[src/rtl/cmp8.sv]
// Registered, valid-qualified magnitude comparator with one-hot eq/gt/lt flags.
// Optional registered max/min outputs are enabled by defining CMP8_MINMAX_EN.
module cmp8 #(
    parameter int WIDTH  = 8,
    parameter bit SIGNED = 1'b0
) (
    input  logic             clk,
    input  logic             rst,
    input  logic [WIDTH-1:0] a,
    input  logic [WIDTH-1:0] b,
    input  logic             in_valid,
    output logic             eq,
    output logic             gt,
    output logic             lt,
`ifdef CMP8_MINMAX_EN
    output logic [WIDTH-1:0] max_o,
    output logic [WIDTH-1:0] min_o,
`endif
    output logic             out_valid
);

    // Flipping the sign bit maps two's-complement order onto unsigned order,
    // so one unsigned magnitude compare serves both signedness settings.
    function automatic logic [WIDTH-1:0] order_key(input logic [WIDTH-1:0] v);
        logic [WIDTH-1:0] k;
        k            = v;
        k[WIDTH-1]   = v[WIDTH-1] ^ SIGNED;
        return k;
    endfunction

    logic [WIDTH-1:0] a_key_s;
    logic [WIDTH-1:0] b_key_s;
    logic             eq_s;
    logic             gt_s;
    logic             lt_s;
`ifdef CMP8_MINMAX_EN
    logic [WIDTH-1:0] max_s;
    logic [WIDTH-1:0] min_s;
`endif

    // Compare of the current operands; no subtraction, so no wrap or overflow.
    always_comb begin
        a_key_s = order_key(a);
        b_key_s = order_key(b);
        eq_s    = 1'b0;
        gt_s    = 1'b0;
        lt_s    = 1'b0;
        if (a_key_s == b_key_s) begin
            eq_s = 1'b1;
        end else if (a_key_s > b_key_s) begin
            gt_s = 1'b1;
        end else begin
            lt_s = 1'b1;
        end
    end

`ifdef CMP8_MINMAX_EN
    // Select max/min from the compare result; on equality both take A.
    always_comb begin
        max_s = a;
        min_s = a;
        if (lt_s) begin
            max_s = b;
            min_s = a;
        end else if (gt_s) begin
            max_s = a;
            min_s = b;
        end else begin
            max_s = a;
            min_s = a;
        end
    end
`endif

    // Result registers: reset wins, a valid sample loads, idle holds the flags.
    always_ff @(posedge clk) begin
        if (rst) begin
            eq        <= 1'b0;
            gt        <= 1'b0;
            lt        <= 1'b0;
            out_valid <= 1'b0;
`ifdef CMP8_MINMAX_EN
            max_o     <= {WIDTH{1'b0}};
            min_o     <= {WIDTH{1'b0}};
`endif
        end else if (in_valid) begin
            eq        <= eq_s;
            gt        <= gt_s;
            lt        <= lt_s;
            out_valid <= 1'b1;
`ifdef CMP8_MINMAX_EN
            max_o     <= max_s;
            min_o     <= min_s;
`endif
        end else begin
            eq        <= eq;
            gt        <= gt;
            lt        <= lt;
            out_valid <= 1'b0;
`ifdef CMP8_MINMAX_EN
            max_o     <= max_o;
            min_o     <= min_o;
`endif
        end
    end

endmodule

[config.mk]
export PLATFORM = sky130hd
export DESIGN_NAME = cmp8
export DESIGN_NICKNAME = d
export VERILOG_FILES = /design/src/rtl/cmp8.sv
export SDC_FILE = /design/constraint.sdc
export NUM_CORES = 1
export LEC_CHECK = 0
export CORE_AREA = 3 3 40 42
export CTS_BUF_LIST = sky130_fd_sc_hd__clkbuf_2 sky130_fd_sc_hd__clkbuf_4 sky130_fd_sc_hd__clkbuf_8
export DETAILED_ROUTE_END_ITERATION = 6
export DIE_AREA = 0 0 43 45
export DONT_BUFFER_PORTS = 1
export GPL_ROUTABILITY_DRIVEN = 0
export PLACE_DENSITY = 0.42
export SKIP_LAST_GASP = 1
export SYNTH_ARGS = -nofsm -noshare
export SYNTH_HDL_FRONTEND = slang
export SYNTH_SLANG_ARGS = --single-unit
[constraint.sdc]
create_clock -name clk -period 1.7 [get_ports clk]
set_clock_uncertainty 0.2 [all_clocks]
set_input_delay 0.255 -clock clk [delete_from_list [all_inputs] [get_ports clk]]
set_output_delay 0.255 -clock clk [all_outputs]
set_load 0.02 [all_outputs]
# == Word-level counts from Yosys, hierarchy flattened ==
# Cells that the tools add are included.
# totals
reg_bits,4
in_bits,19
out_inout_bits,4
elab_cells,12
# op_classes
order_cmp,1
eq_ne,1
n_mux,6
# ops
cell,count
equality test 8 bit,1
> comparator 8 bit,1
two-way mux 1 bit,6

# == Longest topological paths before layout ==
# Gate-level depths: netlist of the first run.
# depth
ltp_word,3
ltp_mapped,6
depth_no_buf,6

# == Worst setup path before layout of the first run ==
# OpenSTA, ideal clock, no wires.
# synth_timing
path_kind,input -> register
from,input port b[5]
to,register lt
setup_ns,0.092
arrival_ns,1.322
required_ns,1.408
setup_slack_ns,0.086
stages,6
n_path_buf,0
path_cell_list,inv_1 -> ha_1 -> nand4_2 -> o21ai_2 -> or4_1 -> o32ai_1
# synth_between
elab_chain_len,3
elab_cells_between_ends,4
classes_between,1 x order compare; 1 x eq/ne; 2 x mux
# synth_rtl
element,line_no,source
from (decl),10,"input logic [WIDTH-1:0] b,"
> comparator 8 bit,50,end else if (a_key_s > b_key_s) begin
two-way mux 1 bit,50,
two-way mux 1 bit *,48,if (a_key_s == b_key_s) begin
to (signal assigned),89,lt <= lt_s;
to (signal assigned),98,lt <= lt;
to (decl),14,"output logic lt,"
# Mark *: on every way between the ends. The rest lies on a longest branch, timed or not.
# A chain may end at the register's enable or synchronous reset.

# == Worst setup path after layout of the first run ==
# layout_timing
from,input port rst
to,register out_valid
# layout_rtl
element,line_no,source
from (decl),8,"input logic rst,"
to (signal assigned),81,out_valid <= 1'b0;
to (signal assigned),90,out_valid <= 1'b1;
to (signal assigned),99,out_valid <= 1'b0;
to (decl),19,output logic out_valid
# No word-level cell between the ends.

==> impl_metrics.toml, run 1 <==
[clocking]
cts_max_level = 1
ctsHoldBuffers = 3
path_clk_slew_ns = 0.03
clock_latency_ns = 0.23
postCtsSetupRepairBufs = 0
post_cts_resized = 0
ctsRootBufferMaster = "clkbuf_4"
clock_path_buffers = 2
tritoncts = "built"
cts_num_sinks = 4
cts_buffers = 3

[setup_path]
crit_arrival_ns = 1.47
rr_worst_depth = 3
crit_path_frequent_cell = "dlygate4sd3_1"
path_max_fanout = 4
crit_path_end_kind = "flip-flop"
reg2reg_slack_ns = 0.57
crit_cells = 3
critPathLaunchType = "input port"
slowest_delay_ns = 0.61
crit_buf_inv = 2
cpLargestDelayFamily = "buffers and inverters"
worstPathRequired_ns = 1.61
path_cells = "dlygate4sd3_1 > nor2b_1 > dlygate4sd3_1"
setup.worst_path.class = "in2reg"
crit_slowest_cell = "dlygate4sd3_1"

[detailed_routing]
first_pass_iters = 3
wirelength_um = 756
drt_iter0_drc = 7
ant_nets = 0
vias = 314
routedWlPerCell_um = 12.0
via_per_inst = 4.98
drcViolationCount = 0

[yosys]
syn-cell-area_um2 = 347
netlist_top_cells_count = "10 x inv_1, 8 x ha_1, 4 x a21oi_1, 4 x dfxtp_1"
synth.area.top_cells = "ha_1 29%, dfxtp_1 23%, inv_1 11%, a21oi_1 5.8%, nand2b_1 3.6%"
ys_warn_count = 0
syn_nets = 69
yosysTopAreaCellShare_pct = 28.9
synth.most_common_cell = "inv_1"
synth.ff_latch_count = 4
synth_largest_area_cell = "ha_1"
yosys.cell_types.count = 17
synth_edf_count = 0
netlist_instances = 42
synth-seq-area-share_pct = 23.1
synth.avg_cell_area_um2 = 8.25
synth_ff_type = "dfxtp_1"
async_flop_share_pct = 0

[run_status]
status = "completed"

[job]
maxCapViolations = 0

[grt]
grt_usage_pct = 8.98
grt_pass1_vias = 346
antenna_found_initial = 0
grt_max_degree = 5
grt_pass1_wl_um = 1290
grt_overflow = 0

[placement]
dp_hpwl_um = 592
place_inst = 57
port_buffers = 0
dpl_cell_area_um2 = 365

[power_and_ir_drop]
power_leakage_nw = 0.217
peakVddDrop_mv = 0.150
cellPowerDensity_mw_per_mm2 = 692

[finish]
syn_to_final_growth_pct = 20.6
stdcell_area_um2 = 418
layout.cells.non_filler = 63
diodes = 0
utilization_pct = 32.5
nets = 77
drive_gt1_share_pct = 10.4

[hold_path]
hold_depth = 3
hold_path_class = "in2reg"

[floorplanning]
ioPinCount = 23
die_h_um = 45
initial_core_util_pct = 27.0
die_area_mm2 = 0.00194
coreArea_mm2 = 0.00128
die_w_um = 43
placementRows = 13

[sta]
relSlewSlack_pct = 84.5
setup_viol = 0
hold_viol = 0
maxSlewViolCount = 0
rsz0062_at_grt = "false"
period_minus_slack_ns = 1.56
tightest_slew_ns = 0.232
fmaxAchievable_mhz = 642
fin_crit_sh_pct = 91.6
setup_tns_ns = 0
where the power goes:
group | switching, mW | leakage, nW | internal, mW
clock network | 0.0366 | 0.0138 | 0.0788
registers | 0.0108 | 0.0331 | 0.101
logic | 0.0309 | 0.170 | 0.0313
routing by layer:
layer  vias to the layer above  GRT usage [%]  wire length, µm
met3                         4           1.20               54
li1                        157              -                -
met2                        18           14.1              348
met5                         -              0                0
met1                       135           10.3              331
met4                         0           9.04               21
flip-flops by register name, summed over array words and instances (netlist names):
register	cells
lt	1
out_valid	1
gt	1
eq	1
final timing paths:
path | from | end
min reg2reg | eq | eq
max | rst | out_valid
max reg2reg | gt | gt
min | in_valid | eq
placed cells by master (no fill, tap or decap), drive strengths merged:
master | Yosys | final
a21oi | 4 | 4
or4 | 1 | 1
nor2b | 2 | 2
dlygate4sd3 | 0 | 3
clkbuf | 0 | 3
nor2 | 2 | 2
o21ai | 1 | 1
nand2b | 2 | 2
inv | 10 | 10
ha | 8 | 8
nor3 | 1 | 1
nand2 | 1 | 1
o32ai | 1 | 1
o211ai | 1 | 1
a21o | 1 | 1
nand4 | 2 | 2
dfxtp | 4 | 4
o31a | 1 | 1
per-stage QoR:
stage	worst slack, ns	power (mW)	hold WS, ns
after floorplan	0.0858	0.158	0.127
after global placement	0.0463	0.166	0.129
after detailed placement	0.0184	0.169	0.129
after CTS	0.170	0.297	0.00783
after global routing	0.102	0.314	0.0203
final	0.142	0.289	0.0147
tightest hold or removal path, delay by kind of cell:
family / cells / cell delay (ns)
AND/OR/NAND/NOR: 1 / 0.04
AO/OA/AOI/OAI: 1 / 0.04
buffers and inverters: 1 / 0.06
area by class of cell:
| class | instances | area [µm²] |
|---|---|---|
| Clock buffer | 3 | 22.5 |
| Fill cell | 135 | 867 |
| Inverter | 10 | 37.5 |
| Multi-Input combinational cell | 28 | 229 |
| Sequential cell | 4 | 80.1 |
| Tap cell | 15 | 18.8 |
| Timing Repair Buffer | 3 | 30.0 |
kinds of logic after synthesis:
logic type,Yosys count,synth area share [%]
fa+ha+maj,8,28.9
compound gates,9,17.7
simple gates,11,19.5
buf+inv,10,10.8
flops,4,23.1
No activity file was read; power rests on OpenSTA's default activity.
==> inputs of run 2 (changes only) <==
--- a/config.mk
+++ b/config.mk
@@ -11,7 +11,9 @@
 export DIE_AREA = 0 0 43 45
 export DONT_BUFFER_PORTS = 1
 export GPL_ROUTABILITY_DRIVEN = 0
+export GPL_TIMING_DRIVEN = 0
 export PLACE_DENSITY = 0.42
+export SKIP_CTS_REPAIR_TIMING = 1
 export SKIP_LAST_GASP = 1
 export SYNTH_ARGS = -nofsm -noshare
 export SYNTH_HDL_FRONTEND = slang
==> impl_metrics.toml, run 2 (same netlist as run 1, synthesis figures left out) <==
[detailed_routing]
wirelength_um = 710
routedWlPerCell_um = 11.3
drcViolationCount = 0
vias = 323
first_pass_iters = 6
drt_iter0_drc = 4
ant_nets = 0
via_per_inst = 5.13

[sta]
fin_crit_sh_pct = 91.6
period_minus_slack_ns = 1.56
rsz0062_at_grt = "false"
setup_viol = 0
relSlewSlack_pct = 83.8
fmaxAchievable_mhz = 642
tightest_slew_ns = 0.242
maxSlewViolCount = 0
setup_tns_ns = 0
whs_ns = -0.00552
hold_viol = 1

[setup_path]
crit_buf_inv = 2
rr_endpoint = "gt"
crit_path_end_kind = "flip-flop"
path_max_fanout = 4
crit_slowest_cell = "dlygate4sd3_1"
slowest_delay_ns = 0.61
setup.worst_path.class = "in2reg"
worstPathRequired_ns = 1.62
worstReg2RegStart = "gt"
crit_path_frequent_cell = "dlygate4sd3_1"
crit_arrival_ns = 1.47
rr_worst_depth = 3
reg2reg_slack_ns = 0.60
cpLargestDelayFamily = "buffers and inverters"
critPathLaunchType = "input port"
path_cells = "dlygate4sd3_1 > nor2b_1 > dlygate4sd3_1"

[hold_path]
hold_depth = 2
hold_path_class = "in2reg"
min_to = "eq"
hold_path.startpoint = "in_valid"

[power_and_ir_drop]
cellPowerDensity_mw_per_mm2 = 696
power_leakage_nw = 0.217
clockPowerShare_pct = 40.7
peakVddDrop_mv = 0.217
combPwrFrac_pct = 20.9
swShare_pct = 27.5
power.switching_mw = 0.0800
p_seq_share_pct = 38.4
p_int_mw = 0.211

[floorplanning]
die_w_um = 43
initial_core_util_pct = 27.0
ioPinCount = 23
die_area_mm2 = 0.00194
die_h_um = 45
placementRows = 13
coreArea_mm2 = 0.00128

[placement]
port_buffers = 0
place_inst = 57
dp_hpwl_um = 612

[finish]
nets = 77
drive_gt1_share_pct = 10.4
final_common_cell = "inv_1"
multi_input_area_um2 = 229
syn_to_final_growth_pct = 20.6
diodes = 0
seqCellArea_um2 = 80.1
layout.cells.non_filler = 63
final_cell_mix = "10 x inv_1, 8 x ha_1, 4 x a21oi_1, 4 x dfxtp_1"
fillers = 137

[clocking]
clock_path_buffers = 2
tritoncts = "built"
cts_num_sinks = 4
cts_max_level = 1
cts_buffers = 3
clock_latency_ns = 0.24
path_clk_slew_ns = 0.03
ctsRootBufferMaster = "clkbuf_4"

[grt]
grt_overflow = 0
grt_max_degree = 6
antenna_found_initial = 0
grt_usage_pct = 7.48
grt_pass1_vias = 302
grt_pass1_wl_um = 1120

[run_status]
status = "finished with violations"
violations = "hold timing"

[job]
maxCapViolations = 0
[run 2: cell counts in the layout (fill, tap and decap cells not counted)]
No cell type changed its count.
[run 2: layer usage]
metal | share of wire, % | GRT usage [%] | up-vias
li1 | - | - | 158
met1 | 39 | 8.87 | 136
met4 | 2.7 | 3.61 | 0
met2 | 46 | 12.9 | 25
met5 | 0 | 0 | -
met3 | 12 | 1.59 | 4
[run 2: worst max-delay path by stage]
stage	startpoint	end	slack, ns	cells after the start
finish	rst	out_valid	0.14	3
global placement	b[5]	lt	0.04	6
global route	rst	out_valid	0.09	3
detailed placement	b[5]	lt	0.01	6
floorplan	b[5]	lt	0.09	6
CTS	b[5]	lt	0.25	6
[run 2: area by class of cell]
type | instances | share of cell area, %
flip-flops and latches | 4 | 19.2
clock buffers | 3 | 5.39
inverters | 10 | 8.98
multi-input cells | 28 | 54.8
repair buffers | 3 | 7.19
well taps | 15 | 4.49
[run 2: through the flow]
| stage | power (mW) | hold slack (ns) | util (%) | setup slack [ns] | instance area [µm²] |
|---|---|---|---|---|---|
| 2_1_floorplan | 0.158 | 0.127 | - | 0.0858 | 347 |
| 3_3_place_gp | 0.165 | 0.129 | 28.4 | 0.0368 | 365 |
| 3_5_place_dp | 0.168 | 0.131 | 28.4 | 0.0144 | 365 |
| 4_1_cts | 0.290 | -0.112 | 30.2 | 0.251 | 388 |
| 5_1_grt | 0.308 | 0.0341 | 32.5 | 0.0890 | 418 |
| 6_report | 0.291 | -0.00552 | 32.5 | 0.142 | 418 |
[run 2: worst reg2reg max path, delay by kind of cell (launching register included)]
kind / cells / cell delay (ns)
simple gates: 2 / 0.18
compound gates: 1 / 0.23
flops: 1 / 0.37
[run 2: power by group through the flow]
stage	combinational, mW	clock, mW	sequential, mW
floorplan	0.0460	0	0.112
global placement	0.0520	0	0.113
detailed placement	0.0552	0	0.113
CTS	0.0558	0.122	0.112
global route	0.0714	0.124	0.112
finish	0.0608	0.118	0.112
